===== src/rtl/fpu_core_arbiter.sv =====
// Round-robin arbiter sharing one FPU port among NB_CORES cores, with an in-order ID FIFO for response routing.
// Optional FPU_ARB_STALL_CNT_EN adds a saturating stall counter output stall_cnt_o.
module fpu_core_arbiter #(
    parameter int unsigned NB_CORES        = 4,
    parameter int unsigned DATA_WIDTH      = 32,
    parameter int unsigned NB_ARGS         = 3,
    parameter int unsigned OPCODE_WIDTH    = 6,
    parameter int unsigned TYPE_WIDTH      = 5,
    parameter int unsigned DSFLAGS_WIDTH   = 15,
    parameter int unsigned USFLAGS_WIDTH   = 5,
    parameter int unsigned MAX_OUTSTANDING = 4
) (
    input  logic                                     clk,
    input  logic                                     rst,
    input  logic [NB_CORES-1:0]                      core_req_i,
    output logic [NB_CORES-1:0]                      core_gnt_o,
    input  logic [NB_CORES*TYPE_WIDTH-1:0]           core_type_i,
    input  logic [NB_CORES*NB_ARGS*DATA_WIDTH-1:0]   core_operands_i,
    input  logic [NB_CORES*OPCODE_WIDTH-1:0]         core_op_i,
    input  logic [NB_CORES*DSFLAGS_WIDTH-1:0]        core_flags_i,
    input  logic [NB_CORES-1:0]                      core_rready_i,
    output logic [NB_CORES-1:0]                      core_rvalid_o,
    output logic [DATA_WIDTH-1:0]                    core_rdata_o,
    output logic [USFLAGS_WIDTH-1:0]                 core_rflags_o,
    output logic                                     fpu_req_o,
    input  logic                                     fpu_gnt_i,
    output logic [TYPE_WIDTH-1:0]                    fpu_type_o,
    output logic [NB_ARGS*DATA_WIDTH-1:0]            fpu_operands_o,
    output logic [OPCODE_WIDTH-1:0]                  fpu_op_o,
    output logic [DSFLAGS_WIDTH-1:0]                 fpu_flags_o,
    output logic                                     fpu_rready_o,
    input  logic                                     fpu_rvalid_i,
    input  logic [DATA_WIDTH-1:0]                    fpu_rdata_i,
    input  logic [USFLAGS_WIDTH-1:0]                 fpu_rflags_i,
`ifdef FPU_ARB_STALL_CNT_EN
    output logic                                     err_o,
    output logic [31:0]                              stall_cnt_o
`else
    output logic                                     err_o
`endif
);

    localparam int unsigned IDW = (NB_CORES > 1) ? $clog2(NB_CORES) : 1;
    localparam int unsigned PW  = $clog2(MAX_OUTSTANDING);
    localparam int unsigned CW  = PW + 1;
    localparam int unsigned OPW = NB_ARGS * DATA_WIDTH;

    logic [IDW-1:0] rr_ptr;
    logic [IDW-1:0] sel;
    logic [IDW-1:0] head;
    logic [IDW-1:0] rr_next;
    logic [IDW-1:0] id_fifo [MAX_OUTSTANDING];
    logic [PW-1:0]  wr_ptr;
    logic [PW-1:0]  rd_ptr;
    logic [CW-1:0]  count;
    logic           full;
    logic           empty;
    logic           accept;
    logic           pop;

    // Search starts at rr_ptr and wraps; defaults to core 0 when nobody requests.
    always_comb begin : arbitrate
        logic           hit;
        logic [IDW-1:0] cand;
        hit  = 1'b0;
        sel  = '0;
        cand = '0;
        for (int unsigned i = 0; i < NB_CORES; i++) begin
            cand = IDW'((32'(rr_ptr) + i) % NB_CORES);
            if (!hit && core_req_i[cand]) begin
                hit = 1'b1;
                sel = cand;
            end
        end
    end

    assign full      = (count == CW'(MAX_OUTSTANDING));
    assign empty     = (count == '0);
    assign fpu_req_o = (|core_req_i) & ~full;
    assign accept    = fpu_req_o & fpu_gnt_i;
    assign rr_next   = (sel == IDW'(NB_CORES - 1)) ? '0 : sel + IDW'(1);

    assign fpu_type_o     = core_type_i[sel*TYPE_WIDTH +: TYPE_WIDTH];
    assign fpu_operands_o = core_operands_i[sel*OPW +: OPW];
    assign fpu_op_o       = core_op_i[sel*OPCODE_WIDTH +: OPCODE_WIDTH];
    assign fpu_flags_o    = core_flags_i[sel*DSFLAGS_WIDTH +: DSFLAGS_WIDTH];

    always_comb begin
        core_gnt_o = '0;
        if (accept) core_gnt_o[sel] = 1'b1;
    end

    assign head = id_fifo[rd_ptr];

    // An empty FIFO swallows nothing: a response with no owner is left unacknowledged and flagged.
    always_comb begin
        core_rvalid_o = '0;
        fpu_rready_o  = 1'b0;
        if (!empty) begin
            core_rvalid_o[head] = fpu_rvalid_i;
            fpu_rready_o        = core_rready_i[head];
        end
    end

    assign pop           = fpu_rvalid_i & fpu_rready_o;
    assign core_rdata_o  = fpu_rdata_i;
    assign core_rflags_o = fpu_rflags_i;

    always_ff @(posedge clk) begin
        if (accept) id_fifo[wr_ptr] <= sel;
    end

    always_ff @(posedge clk or posedge rst) begin
        if (rst) begin
            rr_ptr <= '0;
            wr_ptr <= '0;
            rd_ptr <= '0;
            count  <= '0;
            err_o  <= 1'b0;
        end else begin
            if (accept) begin
                wr_ptr <= wr_ptr + PW'(1);
                rr_ptr <= rr_next;
            end
            if (pop) rd_ptr <= rd_ptr + PW'(1);
            case ({accept, pop})
                2'b10:   count <= count + CW'(1);
                2'b01:   count <= count - CW'(1);
                default: count <= count;
            endcase
            if (empty && fpu_rvalid_i) err_o <= 1'b1;
        end
    end

`ifdef FPU_ARB_STALL_CNT_EN
    always_ff @(posedge clk or posedge rst) begin
        if (rst) begin
            stall_cnt_o <= '0;
        end else if ((((|core_req_i) & full) | (fpu_req_o & ~fpu_gnt_i)) && (stall_cnt_o != '1)) begin
            stall_cnt_o <= stall_cnt_o + 32'd1;
        end
    end
`endif

endmodule


===== config.mk =====
export PLATFORM = sky130hd
export DESIGN_NAME = fpu_core_arbiter
export DESIGN_NICKNAME = d
export VERILOG_FILES = /design/src/rtl/fpu_core_arbiter.sv
export SDC_FILE = /design/constraint.sdc
export NUM_CORES = 1
export LEC_CHECK = 0
export ABC_AREA = 0
export BUFFER_PORTS_ARGS = -buffer_cell sky130_fd_sc_hd__buf_2
export CAP_MARGIN = 20
export CORE_AREA = 5 5 274 276
export CTS_CLUSTER_DIAMETER = 30
export DETAILED_ROUTE_END_ITERATION = 7
export DIE_AREA = 0 0 279 281
export GPL_ROUTABILITY_DRIVEN = 0
export PLACE_DENSITY = 0.38
export REMOVE_ABC_BUFFERS = 1
export SLEW_MARGIN = 10
export SYNTH_ARGS = -nofsm -noshare
export SYNTH_HDL_FRONTEND = slang
export SYNTH_SLANG_ARGS = --single-unit
export TNS_END_PERCENT = 5

===== constraint.sdc =====
create_clock -name clk -period 3.63 [get_ports clk]
set_clock_uncertainty 0.05 [all_clocks]
set_input_delay 0 -clock clk [delete_from_list [all_inputs] [get_ports clk]]
set_output_delay 0 -clock clk [all_outputs]
set_load 0.03 [all_outputs]

==> flow_summary.ini <==
[clock_tree]
max-clock-path-buffers = 2
cts-htree-levels = 1
cts_buffers = 3
cts_resized = 0
cts_sinks = 18
tritoncts = done
clkTransAtPathRegs_ps = 50
root_buffer = clkbuf_16
clk_latency_ps = 240

[global_route]
grt_pass1_wl_mm = 50.1
grt_max_degree = 45
grt_overflow = 0
grt_usage = 0.0859
grt_pass1_vias = 7257
antenna_found_initial = 28

[floorplanning]
die_y_um = 281
die_area_mm2 = 0.0784
coreArea_mm2 = 0.0723
io-pin-count = 707
die-width_um = 279
rows = 99
start_util = 0.0743

[yosys]
syn_inst = 552
synthArstFlopShare = 0.556
netlist_top_cells_area = mux2i_1 (69%), buf_4 (8.9%), dfrtp_1 (4.7%)
synth_ff_type = dfrtp_1
yosys.cell_count.top_type = mux2i_1
ys_warn_count = 0
synth_top_area_frac = 0.695
syn-cell-area_mm2 = 0.00538
ys_ff_latch = 18
synth_common_cells = mux2i_1 (373), buf_4 (64), buf_2 (16)
netlist.top_cell.by_area = mux2i_1
ys_types = 33
yosysSeqAreaShare = 0.0912
synth_edf_count = 8
avgSynthCellArea_um2 = 9.74

[worst_setup_path]
cp-end-kind = flop
crit_type = reg -> reg
arrival_ps = 2860
required_ps = 3710
cpPeakStageDelay_ps = 640
crit_slowest_cell = mux4_2
startpoint_type = flop
crit_fanout = 10
path_cells = mux4_2, a211o_1, a311oi_2, nor2_1, ha_1, inv_1, fa_1, xor2_1, nor2_1, xor2_1

[power_and_ir_drop]
leakage_nw = 5.47
p_per_area_mw_per_mm2 = 586
vdd_drop_max_v = 0.000253
power.total_w = 0.00585

[sta]
fmax_mhz = 359
final_max_slew_viol_count = 0
period_needed_ps = 2780
worst_hold_slack_ps = 149
setup_viol = 0
relSlewSlack = 0.543
rsz0062_at_grt = false
tightest_slew_ps = 684
hold_violations = 0
finalSetupTns_ps = 0
fin_crit_sh = 0.766

[cells_and_area]
num-nets-final = 1722
area_delta_synth_final_pct = 85.5
fillers = 8373
drive_gt1_frac = 0.574
fin_area_mm2 = 0.00997

[route]
postRouteAntennaNets = 0
via_count = 6948
wl_per_cell_um = 17.5
wl_mm = 37.6
avgViaCountPerCell = 3.24
first_iter_violations = 431
route.detailed.drc = 0
first_pass_iters = 5

[status]
run_status = finished clean

[placement]
hpwl_mm = 33.0
port_buffers = 632
dpl-instance-area_mm2 = 0.00947

[flow_run]
drv_cap = 0

[min_path]
hp-class = in -> reg
[critical path: cells and delay by family, from the launching register on]
kind / cells / cell delay (ps)
simple gates: 2 / 150
buf+inv: 1 / 70
mux: 1 / 640
xor+xnor: 2 / 280
fa+ha+maj: 2 / 390
flops: 1 / 490
compound gates: 2 / 580
[final cells by class]
cell class | instances | area (um^2) | area share
multi-input cells | 440 | 4280 | 0.429
repair buffers | 700 | 3850 | 0.386
well taps | 959 | 1200 | 0.120
flip-flops and latches | 18 | 490 | 0.0492
clock buffers | 3 | 75.1 | 0.00753
inverters | 12 | 45.0 | 0.00452
diodes | 14 | 35.0 | 0.00351
clock inverters | 1 | 3.75 | 0.000376
[cells in the final DEF (no fill, tap or decap), types with 9 or more instances in the layout]
| cell | Yosys | routed |
|---|---|---|
| dlygate4sd3_1 | 0 | 39 |
| buf_2 | 16 | 632 |
| buf_4 | 64 | 23 |
| dfrtp_1 | 10 | 10 |
| diode_2 | 0 | 14 |
| inv_1 | 12 | 12 |
| mux2i_1 | 373 | 373 |
| ha_1 | 9 | 9 |
[timing repair]
item,in CTS,in global routing
hold buffers,39,0
hold endpoints to repair,48,0
buffers inserted,0,0
[flip-flops by register name (all words and copies together) (netlist names)]
name and flops:
count 3, wr_ptr 2, rr_ptr 2, id_fifo 8, rd_ptr 2, err_o 1
[metal layers]
layer / vias up / share of wire / GRT usage
met5: - / 0.0011 / 0
met4: 6 / 0.0089 / 0.00773
met3: 40 / 0.12 / 0.0325
met2: 460 / 0.44 / 0.133
met1: 3165 / 0.43 / 0.118
li1: 3277 / - / -
[path summary, 6_finish.rpt]
path                            slack [ps]  depth (start not counted)              from         to
worst max-delay path                   850                         10         rd_ptr[0]   count[2]
worst min-delay path                   150                          4  core_rready_i[0]  rd_ptr[0]
worst max register to register         850                         10         rd_ptr[0]   count[2]
worst min register to register         400                          1             err_o      err_o
max in group asynchronous             2980                          3               rst  rd_ptr[0]
min in group asynchronous              250                          3               rst  rr_ptr[1]
[report_power, final]
part	internal [W]	switching, W	total (W)	leakage, nW
Clock	0.000146	0.0000691	0.000215	0.0386
Combinational	0.00202	0.00324	0.00526	5.24
Sequential	0.000306	0.0000718	0.000378	0.187
Total	0.00247	0.00338	0.00585	5.47
[stage by stage]
stage / util / cells / setup WS [ps]
2_1_floorplan: - / 470 / -8110
3_3_place_gp: 0.131 / 2090 / 797
3_5_place_dp: 0.131 / 2090 / 843
4_1_cts: 0.137 / 2133 / 828
5_1_grt: 0.137 / 2133 / 634
6_report: 0.138 / 2147 / 848
[cells by family (layout without fill, tap and decap cells)]
group                    after synthesis  after routing  synth area share
multiplexers                         377            377             0.707
buffers and inverters                 94            716             0.117
AND/OR/NAND/NOR                       32             32            0.0312
flip-flops                            18             18            0.0912
AO/OA/AOI/OAI                         16             16            0.0207
adder cells (fa/ha/maj)               10             10            0.0247
XOR/XNOR                               5              5           0.00815
other                                  0             14                 0
No activity file was read; power rests on OpenSTA's default activity.
